## src/rtl/booth_pkg.sv

```systemverilog
// Shared types and defaults for the Booth multiplier front-end arbiter.
package booth_pkg;

  localparam int unsigned BOOTH_W       = 4;
  localparam int unsigned BOOTH_TIMEOUT = 15;

  typedef enum logic [1:0] {
    IDLE = 2'd0,
    LOAD = 2'd1,
    RUN  = 2'd2,
    RESP = 2'd3
  } state_e;

endpackage

```

## src/rtl/booth_arb_rr_arb2.sv

```systemverilog
// Two-way round-robin grant. prio_q names the requester that wins a tie;
// it flips to the other requester whenever a transaction completes.
module rr_arb2 (
  input  logic       clk,
  input  logic       reset,
  input  logic [1:0] req_i,
  input  logic       last_i,
  input  logic       upd_i,
  output logic [1:0] gnt_o
);

  logic prio_q;
  logic prio_d;

  always_comb begin
    prio_d = prio_q;
    if (upd_i) prio_d = ~last_i;
  end

  always_ff @(posedge clk) begin
    if (reset) prio_q <= 1'b0;
    else       prio_q <= prio_d;
  end

  always_comb begin
    gnt_o = 2'b00;
    case (req_i)
      2'b01:   gnt_o = 2'b01;
      2'b10:   gnt_o = 2'b10;
      2'b11:   gnt_o = prio_q ? 2'b10 : 2'b01;
      default: gnt_o = 2'b00;
    endcase
  end

endmodule

```

## src/rtl/booth_arb.sv

```systemverilog
// Arbitrates two requesters onto one shared sequential Booth multiplier.
//   state | meaning
//   IDLE  | waiting for a request; grants one and latches its operands
//   LOAD  | mul_reset pulse loads the latched operands into the multiplier
//   RUN   | counting cycles until mul_endflag or timeout
//   RESP  | holding the result for the granted requester until it is consumed
module booth_arb
  import booth_pkg::*;
#(
  parameter int unsigned TIMEOUT = BOOTH_TIMEOUT,
  parameter int unsigned W       = BOOTH_W
) (
  input  logic           clk,
  input  logic           reset,
  input  logic           req0_valid,
  output logic           req0_ready,
  input  logic [W-1:0]   req0_a,
  input  logic [W-1:0]   req0_b,
  input  logic           req1_valid,
  output logic           req1_ready,
  input  logic [W-1:0]   req1_a,
  input  logic [W-1:0]   req1_b,
  output logic           rsp0_valid,
  input  logic           rsp0_ready,
  output logic           rsp1_valid,
  input  logic           rsp1_ready,
  output logic [2*W-1:0] rsp_p,
  output logic           rsp_err,
  output logic           mul_reset,
  output logic [W-1:0]   mul_a,
  output logic [W-1:0]   mul_b,
  input  logic           mul_endflag,
  input  logic [2*W-1:0] mul_product
);

  localparam int unsigned CW = (TIMEOUT < 2) ? 1 : $clog2(TIMEOUT + 1);
  localparam logic [CW-1:0] TO_C = CW'(TIMEOUT);

  state_e         state_q, state_d;
  logic [W-1:0]   a_q, a_d;
  logic [W-1:0]   b_q, b_d;
  logic           id_q, id_d;
  logic [CW-1:0]  cnt_q, cnt_d;
  logic [2*W-1:0] p_q, p_d;
  logic           err_q, err_d;

  logic [1:0]     gnt;
  logic [1:0]     rdy;
  logic           upd;
  logic [CW-1:0]  cnt_inc;

  rr_arb2 u_rr (
    .clk    (clk),
    .reset  (reset),
    .req_i  ({req1_valid, req0_valid}),
    .last_i (id_q),
    .upd_i  (upd),
    .gnt_o  (gnt)
  );

  assign cnt_inc = cnt_q + CW'(1);

  always_comb begin
    state_d = state_q;
    a_d     = a_q;
    b_d     = b_q;
    id_d    = id_q;
    cnt_d   = cnt_q;
    p_d     = p_q;
    err_d   = err_q;
    rdy     = 2'b00;
    upd     = 1'b0;
    case (state_q)
      IDLE: begin
        if (gnt != 2'b00) begin
          rdy     = gnt;
          id_d    = gnt[1];
          a_d     = gnt[1] ? req1_a : req0_a;
          b_d     = gnt[1] ? req1_b : req0_b;
          state_d = LOAD;
        end
      end
      LOAD: begin
        cnt_d   = '0;
        state_d = RUN;
      end
      RUN: begin
        cnt_d = cnt_inc;
        // The multiplier is still settling from the load in the first RUN cycle.
        if (cnt_q != '0 && mul_endflag) begin
          p_d     = mul_product;
          err_d   = 1'b0;
          state_d = RESP;
        end else if (cnt_inc == TO_C) begin
          p_d     = '0;
          err_d   = 1'b1;
          state_d = RESP;
        end
      end
      RESP: begin
        if (id_q ? rsp1_ready : rsp0_ready) begin
          upd     = 1'b1;
          state_d = IDLE;
        end
      end
      default: state_d = IDLE;
    endcase
  end

  always_ff @(posedge clk) begin
    if (reset) begin
      state_q <= IDLE;
      a_q     <= '0;
      b_q     <= '0;
      id_q    <= 1'b0;
      cnt_q   <= '0;
      p_q     <= '0;
      err_q   <= 1'b0;
    end else begin
      state_q <= state_d;
      a_q     <= a_d;
      b_q     <= b_d;
      id_q    <= id_d;
      cnt_q   <= cnt_d;
      p_q     <= p_d;
      err_q   <= err_d;
    end
  end

  assign req0_ready = rdy[0] & ~reset;
  assign req1_ready = rdy[1] & ~reset;
  assign rsp0_valid = (state_q == RESP) & ~id_q & ~reset;
  assign rsp1_valid = (state_q == RESP) &  id_q & ~reset;
  assign rsp_p      = p_q;
  assign rsp_err    = err_q;
  assign mul_reset  = reset | (state_q == LOAD);
  assign mul_a      = a_q;
  assign mul_b      = b_q;

endmodule

```

## config.mk

```make
export PLATFORM = sky130hd
export DESIGN_NAME = booth_arb
export DESIGN_NICKNAME = d
export VERILOG_FILES = /design/src/rtl/booth_pkg.sv /design/src/rtl/booth_arb_rr_arb2.sv /design/src/rtl/booth_arb.sv
export SDC_FILE = /design/constraint.sdc
export NUM_CORES = 1
export LEC_CHECK = 0
export BUFFER_PORTS_ARGS = -buffer_cell sky130_fd_sc_hd__buf_2
export CORE_AREA = 2 2 52 58
export DETAILED_ROUTE_END_ITERATION = 10
export DIE_AREA = 0 0 54 60
export PLACE_DENSITY = 0.8
export SLEW_MARGIN = 20
export SYNTH_ARGS = -nofsm -noshare
export SYNTH_HDL_FRONTEND = slang
export SYNTH_HIERARCHICAL = 1
export SYNTH_SLANG_ARGS = --single-unit
```

## constraint.sdc

```tcl
create_clock -name clk -period 4.69 [get_ports clk]
set_clock_uncertainty 0.05 [all_clocks]
set_input_delay 0 -clock clk [delete_from_list [all_inputs] [get_ports clk]]
set_output_delay 0 -clock clk [all_outputs]
set_load 0.005 [all_outputs]
```

# Word-level counts from Yosys, hierarchy flattened
# Cells that the tools add are included.
# W data, S select, Z words.
[classes] n_eq_ne=10 n_reduce_logical=9 bitwise_logic=9 muxes=19 add_sub_neg=1
[ops] op="$mux W8" count=2
[ops] op="$mux W2" count=7
[ops] op="$eq A2 B2 Y1 const B" count=4
[ops] op="$mux W4" count=2
[ops] op="$pmux W2 S4" count=1
[ops] op="$pmux W4 S2" count=1
[ops] op="$and A1 B1 Y1" count=6
[ops] op="$pmux W2 S3" count=1
[ops] op="$reduce_bool A2 Y1" count=3
[ops] op="$mux W1" count=5
[ops] op="$add A4 B1 Y4 const B" count=1
[ops] op="$eq A2 B1 Y1 const B" count=2
[ops] op="$eq A4 B4 Y1 const B" count=1
[ops] op="$ne A2 B2 Y1 const B" count=2
[ops] op="$reduce_and A2 Y1" count=2
[ops] op="$reduce_bool A4 Y1" count=1
[ops] op="$ne A3 B3 Y1 const B" count=1
[ops] op="$reduce_and A3 Y1" count=1
[ops] op="$logic_not A2 Y1" count=1
[ops] op="$not A1 Y1" count=2
[ops] op="$logic_and A1 B1 Y1" count=1
[ops] op="$or A1 B1 Y1" count=1
[word_totals] in_bits=31 wordCells=56 output_inout_bits=22 ff_bits=25

# Longest topological paths before layout
# Gate-level depths: netlist of the first run.
[logic_depth] ltp_word=6 depth_mapped=8 mapped_depth_nobuf=7

# Hierarchy
# The synthesis of the first run kept the hierarchy.
[modules_own_cells] mod="booth_arb" cells_each=125 area_each_um2=1216.2 seq_area_each_um2=480.5 instances=1
[modules_own_cells] mod="rr_arb2" cells_each=6 area_each_um2=55.1 seq_area_each_um2=20.0 instances=1

# Worst setup path after synthesis of the first run
# Ideal clock, no wire load.
[synth_timing] path_type="reg2reg" start="register cnt_q[0]" end="register state_q[1]" synth_period_minus_slack_ns=1.694 t_arrival_ns=1.514 path_slack_ns=2.996 t_required_ns=4.510 setup_time_ns=0.130 path_buffers=0 path_stages_with_launch=7 path_cell_list="dfxtp_1 inv_1 ha_1 nor4b_2 a311o_2 a311oi_1 o41ai_1"
[synth_via] elab_chain_cells=4 word_cells_on_any_way=8 cone_classes="1 x add/sub; 2 x eq/ne; 2 x mux; 3 x reduce/logical"
[synth_lines] element="start, declared" line_no="booth_arb.sv:43" source="logic [CW-1:0] cnt_q, cnt_d;"
[synth_lines] element="start signal, assigned" line_no="booth_arb.sv:124" source="cnt_q <= cnt_d;"
[synth_lines] element="$add A4 B1 Y4 / $reduce_bool A4 Y1 (equally long branches)" line_no="booth_arb.sv:61, booth_arb.sv:90"
[synth_lines] element="$eq A4 B4 Y1 / $logic_and A1 B1 Y1 (equally long branches)" line_no="booth_arb.sv:94, booth_arb.sv:90"
[synth_lines] element="$ne A3 B3 Y1 (no source line) / $mux W2 (equally long branches)"
[synth_lines] element="$reduce_and A3 Y1 (no source line) / $pmux W2 S4 (equally long branches)"
[synth_lines] element="end signal, assigned" line_no="booth_arb.sv:120" source="state_q <= state_d;"
[synth_lines] element="end, declared" line_no="booth_arb.sv:39" source="state_e state_q, state_d;"
# Parallel ways exist; a longest one is shown, timed or not.
# A chain may end at the register's enable or synchronous reset.

# Worst setup path after layout of the first run
[layout_timing] start="register u_rr.prio_q" end="register a_q[1] (netlist: mul_a[1])"
[layout_via] elab_chain_cells=4 word_cells_on_any_way=5 cone_classes="3 x mux; 2 x reduce/logical"
[layout_lines] element="start, declared" line_no="booth_arb_rr_arb2.sv:12" source="logic prio_q;"
[layout_lines] element="start signal, assigned" line_no="booth_arb_rr_arb2.sv:22" source="else prio_q <= prio_d;"
[layout_lines] element="$mux W2 *" line_no="booth_arb_rr_arb2.sv:30" source="2'b11: gnt_o = prio_q ? 2'b10 : 2'b01;"
[layout_lines] element="$pmux W2 S3 *" line_no="booth_arb_rr_arb2.sv:27" source="case (req_i)"
[layout_lines] element="named net gnt[1]" line_no="booth_arb.sv:47" source="logic [1:0] gnt;"
[layout_lines] element="$reduce_bool A2 Y1" line_no="booth_arb.sv:75" source="if (gnt != 2'b00) begin"
[layout_lines] element="$reduce_and A2 Y1 (no source line)"
[layout_lines] element="end signal, assigned" line_no="booth_arb.sv:113" source="a_q <= '0;"
[layout_lines] element="end signal, assigned" line_no="booth_arb.sv:121" source="a_q <= a_d;"
[layout_lines] element="end, declared" line_no="booth_arb.sv:40" source="logic [W-1:0] a_q, a_d;"
# The timed path passes the listed nets; every way through them passes the cells marked *.

==> flow_summary_export.csv, run 1 <==
group,metric,value,unit
status,outcome,"finished, final reports clean",
yosys,synth_edf_count,0,
die,fp.dieH,60,um
yosys,synth.area.mux_share,7.87,%
placement,gp_congestion,0.704,
critical_path,startpoint,"u_rr/prio_q",
die,die_w,54,um
layout,drive_gt1_share,31.5,%
sta,slew_headroom,33.6,%
placement,hpwl,2060,um
critical_path,timing.rr.start,"u_rr/prio_q",
die,io_pins,53,
sta,drv_slew,0,
critical_path,startpoint_type,"flop",
route,ant_nets,0,
yosys,ys_ff_latch,25,
route,drtIter0Drc,21,
yosys,avgSynthCellArea,9.70,um^2
global_routing,grt_max_degree,28,
global_routing,grt_overflow,0,
route,viasPerCell,5.27,
die,start_util,47.0,%
layout,fin_nets,243,
global_routing,antenna_found_initial,0,
yosys,synth_top_family_by_area,"compound AO/OA/AOI/OAI gates",
critical_path,cp.required,4860,ps
critical_path,r2r_setup_slack,2190,ps
clock_network,clk_pin_slew_worst_paths,150,ps
sta,finalCritPeriodShare,53.2,%
route,drtPass1Iterations,4,
global_routing,grt_pass1_vias,1178,
yosys,synth-compound-area-share,23.8,%
sta,whs,68.1,ps
clock_network,cts_root_buffer,"clkbuf_4",
layout,multi_input_area,712,um^2
layout,fillerInstances,215,
clock_network,cts_tree,"done",
yosys,ys_seq_area_share,39.4,%
run,max_cap_viol_count,0,
yosys,synthAdderAreaFrac,7.87,%
hold_path,hp-class,"primary input to flop",
die,row_count,20,
clock_network,cts.sinks,25,
sta,tightest_slew,994,ps
critical_path,endpoint_kind,"flop",
yosys,yosysUniqueCellTypes,36,
clock_network,cts_buffer_depth,2,
placement,numPortBuffers,52,
route,vias,1243,
pwr,leakage,0.815,nW
critical_path,arrival,2670,ps
clock_network,clock_latency,320,ps
layout,areaGrowthSynthToFinish,41.9,%
route,wl_per_cell,14.2,um
global_routing,grt_pass1_wl,5080,um
yosys,yosys.area_share.simple,16.1,%
yosys,synthFlopType,"dfxtp_1",
layout,fin_util,66.8,%
clock_network,h-tree-depth,1,
sta,period_needed,2500,ps
yosys,yosys.area_share.xor_xnor,0,%
global_routing,grt_use_total,21.4,%
yosys,synth_async_sr_flop_share,0,%
layout,seqCellArea,500,um^2
clock_network,numCtsBuffers,3,
sta,setup_violations,0,
yosys,synth_area,0.00127,mm^2
sta,rsz0062_at_grt,"false",
sta,setup_tns,0,ps
critical_path,reg2reg_depth,6,
critical_path,worst-setup-path-type,"flop to flop",
route,drc,0,
pwr,powerDensity,340,mW/mm^2
yosys,syn-instance-count,131,
die,core,0.00270,mm^2
yosys,synth.yosys.warnings,6,
critical_path,r2r_end,"mul_a[1]",
critical_path,worstPathMaxFanout,16,
yosys,syn_nets,170,
critical_path,crit_end,"mul_a[1]",
layout,diodes,0,
route,wirelength,3350,um
sta,max_freq,401,MHz
die,fp.dieArea,0.00324,mm^2
pwr,ir_drop,0.215,mV
sta,final-hold-violation-count,0,
-- repair_timing --
item | in CTS | in global routing
buffers inserted | 0 | 0
hold buffers | 23 | 1
resized for setup | 0 | 0
endpoints found under the hold margin | 16 | 1
-- worst max-delay path: stages, from the launching register on --
cell	delay (ps)
dfxtp_1	370
inv_1	60
a21boi_2	570
nor2_1	140
nor2b_1	800
nor2_1	120
a211oi_1	300
-- cells in the mapped netlist, types with 2 or more instances --
| cell | number | area, um^2 |
|---|---|---|
| a211oi_1 | 9 | 67.6 |
| a21boi_1 | 2 | 15.0 |
| a21oi_1 | 4 | 20.0 |
| a22o_1 | 8 | 70.1 |
| a22oi_1 | 2 | 15.0 |
| and3b_1 | 3 | 26.3 |
| buf_2 | 2 | 10.0 |
| buf_4 | 2 | 15.0 |
| clkbuf_1 | 4 | 15.0 |
| dfxtp_1 | 25 | 500 |
| ha_1 | 8 | 100 |
| inv_1 | 6 | 22.5 |
| mux2i_1 | 10 | 100 |
| nand2_1 | 5 | 18.8 |
| nand3_1 | 3 | 15.0 |
| nor2_1 | 16 | 60.1 |
| nor2b_1 | 3 | 18.8 |
-- stage by stage --
step	std cells	power, mW	setup slack [ps]	instance area, um^2
5_1_grt	236	0.653	1950	1800
3_5_place_dp	208	0.495	2070	1530
2_1_floorplan	131	0.426	3000	1270
4_1_cts	235	0.608	2060	1790
3_3_place_gp	208	0.480	2300	1530
6_report	236	0.614	2190	1800
-- report_power, final --
group	switching (mW)	total, mW	internal (mW)	leakage (nW)
combinational	0.130	0.242	0.112	0.594
clock	0.0669	0.0988	0.0319	0.0177
sequential	0.0255	0.274	0.248	0.204
total	0.222	0.614	0.392	0.815
-- routing by layer --
layer	up-vias	track usage, %	share of wire, %
met2	30	40.1	54
met3	10	2.25	2.8
li1	622	-	-
met5	-	0	0
met1	581	23.4	40
met4	0	10.4	2.8
-- placed cells by master (no fill, tap or decap), types with 2 or more instances in the layout --
cell	n
buf_2	52
nand2_1	5
inv_1	6
a22oi_1	2
nor2_1	16
nand3_1	3
nor2b_1	3
mux2i_1	10
a21oi_1	4
dlygate4sd3_1	24
a22o_1	8
dfxtp_1	25
and3b_1	3
clkbuf_4	3
a211oi_1	9
ha_1	8
-- registers in the layout (all words and copies together) (netlist names) --
register and flops:
cnt_q 4, id_q 1, mul_a 4, mul_b 4, rsp_err 1, rsp_p 8, state_q 2, u_rr/prio_q 1
-- kinds of logic (layout without fill, tap and decap cells) --
| kind of cell | count (synthesis) | count (layout) |
|---|---|---|
| and+or+nand+nor | 38 | 38 |
| AOI/OAI and AO/OA | 36 | 36 |
| DFF | 25 | 25 |
| buffers and inverters | 14 | 86 |
| muxes | 10 | 10 |
| adders and majority gates | 8 | 8 |
-- area by class of cell --
cell class	count	share of cell area (%)
clock inverters	1	0.277
clock buffers	3	1.25
multi-input cells	92	39.5
repair buffers	76	27.7
well taps	33	2.29
flip-flops and latches	25	27.7
inverters	6	1.25
-- worst min path at each step --
stage / startpoint / slack (ps) / cells after the start / to
finish: reset / 70 / 2 / cnt_q[3]
global route: mul_endflag / 60 / 3 / rsp_err
CTS: req1_b[0] / 1 / 3 / mul_b[0]
detailed placement: mul_product[1] / 180 / 2 / rsp_p[1]
global placement: mul_product[2] / 170 / 2 / rsp_p[2]
floorplan: reset / 20 / 1 / u_rr/prio_q
Power figures use the tool's default switching activity.
==> run 2: changes to the inputs <==
--- a/config.mk
+++ b/config.mk
@@ -6,10 +6,10 @@
 export NUM_CORES = 1
 export LEC_CHECK = 0
 export BUFFER_PORTS_ARGS = -buffer_cell sky130_fd_sc_hd__buf_2
-export CORE_AREA = 2 2 52 58
+export CORE_AREA = 2 2 53 60
 export DETAILED_ROUTE_END_ITERATION = 10
-export DIE_AREA = 0 0 54 60
-export PLACE_DENSITY = 0.8
+export DIE_AREA = 0 0 55 62
+export PLACE_DENSITY = 0.76
 export SLEW_MARGIN = 20
 export SYNTH_ARGS = -nofsm -noshare
 export SYNTH_HDL_FRONTEND = slang
==> constraint.sdc (replaced) <==
create_clock -name clk -period 2.5 [get_ports clk]
set_clock_uncertainty 0.05 [all_clocks]
set_input_delay 0 -clock clk [delete_from_list [all_inputs] [get_ports clk]]
set_output_delay 0 -clock clk [all_outputs]
set_load 0.005 [all_outputs]
==> run 2 against run 1 <==
Critical path depth unchanged. Design area up 0.83%. Flip-flop and latch count unchanged. First-iteration DRC count up 48%. Power up 90%. Non-clock buffer count up 2. Sequential power up 86%. Maximum frequency up 33%. Register-to-register slack worse by 1600 ps. Die area up 5.2%. Largest power group unchanged.
==> flow_summary_export.csv, run 2 (synthesized netlist as in run 1, its figures left out) <==
group,metric,value,unit
die,start_util,44.0,%
clock_network,cts_tree,"done",
clock_network,post_cts_buffers,0,
sta,slew_headroom,65.1,%
critical_path,arrival,2110,ps
sta,period_needed,1880,ps
critical_path,startpoint,"cnt_q[0]",
global_routing,grt_pass1_vias,1290,
route,drtPass1Iterations,4,
route,viasPerCell,5.28,
placement,dp_cells,211,
clock_network,cts_root_buffer,"clkbuf_4",
placement,numPortBuffers,52,
global_routing,antenna_found_initial,0,
die,fp.dieArea,0.00341,mm^2
pwr,leakage,0.821,nW
layout,final_cell_mix,"52 x buf_2, 25 x dfxtp_1, 24 x dlygate4sd3_1",
die,io_pins,53,
sta,worst_slack,621,ps
die,fp.dieH,62,um
clock_network,clk_pin_slew_worst_paths,150,ps
run,max_cap_viol_count,0,
route,ant_nets,0,
placement,gp_congestion,0.797,
layout,drive_gt1_share,31.7,%
layout,diodes,0,
hold_path,hold_path_depth,2,
layout,largest_register_ffs,8,
sta,setup_tns,0,ps
global_routing,grt_pass1_wl,5590,um
critical_path,endpoint_kind,"flop",
die,core,0.00289,mm^2
sta,rsz0062_at_grt,"false",
critical_path,r2r_end,"rsp_p[5]",
layout,fin_util,62.9,%
clock_network,cts_buffer_depth,2,
pwr,ir_drop,0.463,mV
layout,final_common_cell,"buf_2",
sta,drv_slew,0,
placement,pre_cts_ws,654,ps
hold_path,hp-class,"primary input to flop",
global_routing,grt_max_degree,28,
sta,max_freq,532,MHz
critical_path,timing.rr.start,"cnt_q[0]",
critical_path,worst-setup-path-type,"flop to flop",
layout,fin_cells,239,
pwr,power,1.16,mW
critical_path,crit_end,"rsp_p[5]",
route,drtIter0Drc,31,
status,outcome,"finished, final reports clean",
layout,fin_nets,245,
layout,fillerInstances,248,
global_routing,grt_use_total,22.5,%
clock_network,clock_latency,330,ps
layout,areaGrowthSynthToFinish,43.1,%
route,wl_per_cell,13.8,um
die,die_w,55,um
critical_path,startpoint_type,"flop",
sta,finalCritPeriodShare,75.1,%
pwr,powerDensity,640,mW/mm^2
route,drc,0,
clock_network,cts.sinks,25,
critical_path,r2r_setup_slack,620,ps
sta,final-hold-violation-count,0,
clock_network,numCtsBuffers,3,
global_routing,grt_overflow,0,
critical_path,worstPathMaxFanout,8,
clock_network,ctsResizeCount,0,
critical_path,cp.required,2730,ps
sta,setup_violations,0,
placement,hpwl,2120,um
sta,tightest_slew,521,ps
clock_network,h-tree-depth,1,
route,vias,1262,
route,wirelength,3290,um
critical_path,reg2reg_depth,6,
die,row_count,21,
clock_network,postCtsHoldBufs,24,
## run 2: cell count changes in the layout (fill, tap and decap cells not counted)
cell,delta
a21boi_2,-1
clkinv_2,-1
a21boi_1,+1
clkinvlp_4,+1
buf_4,+2
## run 2: worst min path at each step
| stage | from | endpoint | slack (ps) |
|---|---|---|---|
| global placement | mul_product[5] | rsp_p[5] | 170 |
| floorplan | reset | u_rr/prio_q | 20 |
| global route | rsp0_ready | u_rr/prio_q | 120 |
| CTS | reset | id_q | 60 |
| detailed placement | mul_product[0] | rsp_p[0] | 180 |
| finish | reset | cnt_q[3] | 70 |
## run 2: layer usage
layer,track usage (%),share of wire (%),vias to the layer above
met5,0,0,-
met4,6.62,0.82,0
met3,3.59,4.0,4
met2,40.8,54,32
met1,26.9,41,601
li1,-,-,625
## run 2: final cells by class
type / instances / area [um^2] / area share (%)
clock buffers: 3 / 22.5 / 1.24
clock inverters: 1 / 7.51 / 0.413
inverters: 6 / 22.5 / 1.24
multi-input cells: 92 / 708 / 38.9
flip-flops and latches: 25 / 500 / 27.5
well taps: 34 / 42.5 / 2.34
repair buffers: 78 / 515 / 28.3
## run 2: report_power, final
| group | internal [mW] | switching (mW) |
|---|---|---|
| registers | 0.465 | 0.0458 |
| clock network | 0.0611 | 0.131 |
| logic | 0.219 | 0.242 |
## run 2: stage by stage
step	hold slack, ps	area [um^2]
after detailed placement	175	1550
after CTS	57.3	1820
final	68.8	1820
after floorplan	23.0	1270
after global placement	169	1550
after global routing	119	1820
## run 2: worst max-delay path, cell delays in order, from the launching register on
cell and delay [ps]:
dfxtp_1 440, inv_1 110, ha_1 220, nor4b_2 160
a311o_2 420, a21oi_4 280, a22o_1 170
==> run 3: changes to the inputs <==
==> constraint.sdc (replaced) <==
create_clock -name clk -period 1.93 [get_ports clk]
set_clock_uncertainty 0.05 [all_clocks]
set_input_delay 0 -clock clk [delete_from_list [all_inputs] [get_ports clk]]
set_output_delay 0 -clock clk [all_outputs]
set_load 0.005 [all_outputs]
==> run 3 against run 2 <==
Non-clock buffer count up 1. Power up 31%. Sequential share of layout area down 0.29 points. Utilization up 0.82 points. Design area up 1.3%. Maximum frequency up 3.5%. Via count down 1.0%. Clock-buffer cell count unchanged. Wire length up 2.8%. Critical path type unchanged.
==> flow_summary_export.csv, run 3 (synthesized netlist as in run 1, its figures left out) <==
group,metric,value,unit
route,ant_nets,0,
layout,final_area,0.00184,mm^2
global_routing,grt_pass1_wl,5230,um
global_routing,grt_use_total,21.0,%
sta,max_freq,551,MHz
layout,seqCellArea,502,um^2
pwr,leakage,0.826,nW
die,io_pins,53,
critical_path,worst-setup-path-type,"flop to flop",
hold_path,hp-class,"primary input to flop",
route,drc,0,
hold_path,hold_path_depth,5,
global_routing,antenna_found_initial,0,
critical_path,worstPathCellList,"ha_2 > mux2i_1 > a311o_2 > a21oi_4 > a22o_1",
pwr,powerDensity,827,mW/mm^2
layout,multi_input_area,719,um^2
sta,setup_violations,0,
critical_path,worstPathMaxFanout,8,
global_routing,grt_overflow,0,
clock_network,cts_buffer_depth,2,
critical_path,arrival,2040,ps
critical_path,r2r_setup_slack,110,ps
placement,hpwl,2130,um
critical_path,crit_path_max_incr_delay,470,ps
placement,pre_cts_ws,90.7,ps
layout,fin_nets,246,
sta,slew_headroom,63.6,%
global_routing,grt_max_degree,28,
layout,final_common_cell,"buf_2",
route,drtIter0Drc,18,
global_routing,grt_most_used_layer,"met2",
critical_path,cp.required,2160,ps
layout,largest_register_ffs,8,
route,wl_per_cell,14.1,um
sta,drv_slew,0,
layout,drive_gt1_share,34.0,%
layout,areaGrowthSynthToFinish,45.0,%
critical_path,cp_top_family,"compound AO/OA/AOI/OAI gates",
pwr,power,1.52,mW
sta,finalCritPeriodShare,94.1,%
pwr,ir_drop,0.606,mV
die,start_util,44.0,%
run,max_cap_viol_count,0,
clock_network,cts_tree,"done",
die,core,0.00289,mm^2
layout,fin_util,63.8,%
clock_network,cts.sinks,25,
critical_path,endpoint_kind,"flop",
global_routing,met2_usage,41.5,%
clock_network,cts_root_buffer,"clkbuf_4",
global_routing,met3_usage,3.83,%
sta,period_needed,1820,ps
clock_network,post_cts_buffers,0,
clock_network,numCtsBuffers,3,
route,viasPerCell,5.20,
critical_path,critPathSlowestCell,"dfxtp_1",
route,vias,1249,
critical_path,path_buf_inv,0,
placement,place_area,0.00156,mm^2
status,outcome,"finished, final reports clean",
sta,rsz0062_at_grt,"false",
sta,tightest_slew,544,ps
die,row_count,21,
sta,worst_slack,114,ps
critical_path,startpoint_type,"flop",
critical_path,r2r_end,"rsp_p[0]",
hold_path,hold_end,"id_q",
sta,setup_tns,0,ps
die,fp.dieH,62,um
global_routing,grt_pass1_vias,1244,
die,die_w,55,um
hold_path,worstHoldStart,"req1_valid",
layout,final_cell_mix,"52 x buf_2, 24 x dfxtp_1, 24 x dlygate4sd3_1",
clock_network,h-tree-depth,1,
layout,fillerInstances,247,
route,drtPass1Iterations,4,
layout,diodes,0,
sta,final-hold-violation-count,0,
critical_path,timing.rr.start,"cnt_q[1]",
clock_network,clk_pin_slew_worst_paths,150,ps
clock_network,clock_latency,320,ps
route,wirelength,3390,um
global_routing,met1_usage,22.3,%
critical_path,reg2reg_depth,5,
placement,gp_congestion,0.782,
die,fp.dieArea,0.00341,mm^2
placement,numPortBuffers,52,
==> run 3: cell types whose count changed in the layout (fill, tap and decap cells not counted), sizes merged <==
cell,delta
buf,+1
==> run 3: repair_timing <==
action,in CTS,in global routing
endpoints found under the hold margin,16,0
hold buffers,24,0
setup endpoints to repair,0,15
gates resized for setup,0,5
==> run 3: worst max-delay path by stage <==
stage                     from  slack [ps]  cells after the start         end
floorplan             cnt_q[0]         240                      6  state_q[1]
global placement      cnt_q[1]         160                      5    rsp_p[7]
detailed placement    cnt_q[0]          90                      6    rsp_p[6]
CTS                   cnt_q[0]          60                      6    rsp_p[3]
global route        state_q[0]           5                      6  state_q[1]
finish                cnt_q[1]         110                      5    rsp_p[0]
==> run 3: per-stage QoR <==
| step | hold WS (ps) | instances |
|---|---|---|
| floorplan | 23.0 | 131 |
| global placement | 169 | 212 |
| detailed placement | 176 | 212 |
| CTS | 66.8 | 240 |
| global route | 80.6 | 240 |
| finish | 66.4 | 240 |
==> run 3: layer usage <==
layer | vias up | part of all wire [%]
met4 | 0 | 0.77
met3 | 4 | 4.0
met1 | 590 | 41
met2 | 30 | 54
met5 | - | 0
li1 | 625 | -
==> run 3: cell type report <==
class | count | share of cell area (%)
inverters | 6 | 1.22
repair buffers | 79 | 28.6
well taps | 34 | 2.31
clock inverters | 1 | 0.407
clock buffers | 3 | 1.22
multi-input cells | 92 | 39.0
flip-flops and latches | 25 | 27.2
==> run 3: where the power goes <==
part | internal (mW) | total (mW) | switching [mW]
clock | 0.0791 | 0.242 | 0.163
combinational | 0.292 | 0.619 | 0.326
sequential | 0.604 | 0.664 | 0.0605
total | 0.975 | 1.52 | 0.550
==> run 3: worst register-to-register path, cell delays in order (launching register included) <==
cell	delay, ps
dfxtp_1	470
ha_2	280
mux2i_1	90
a311o_2	460
a21oi_4	250
a22o_1	170
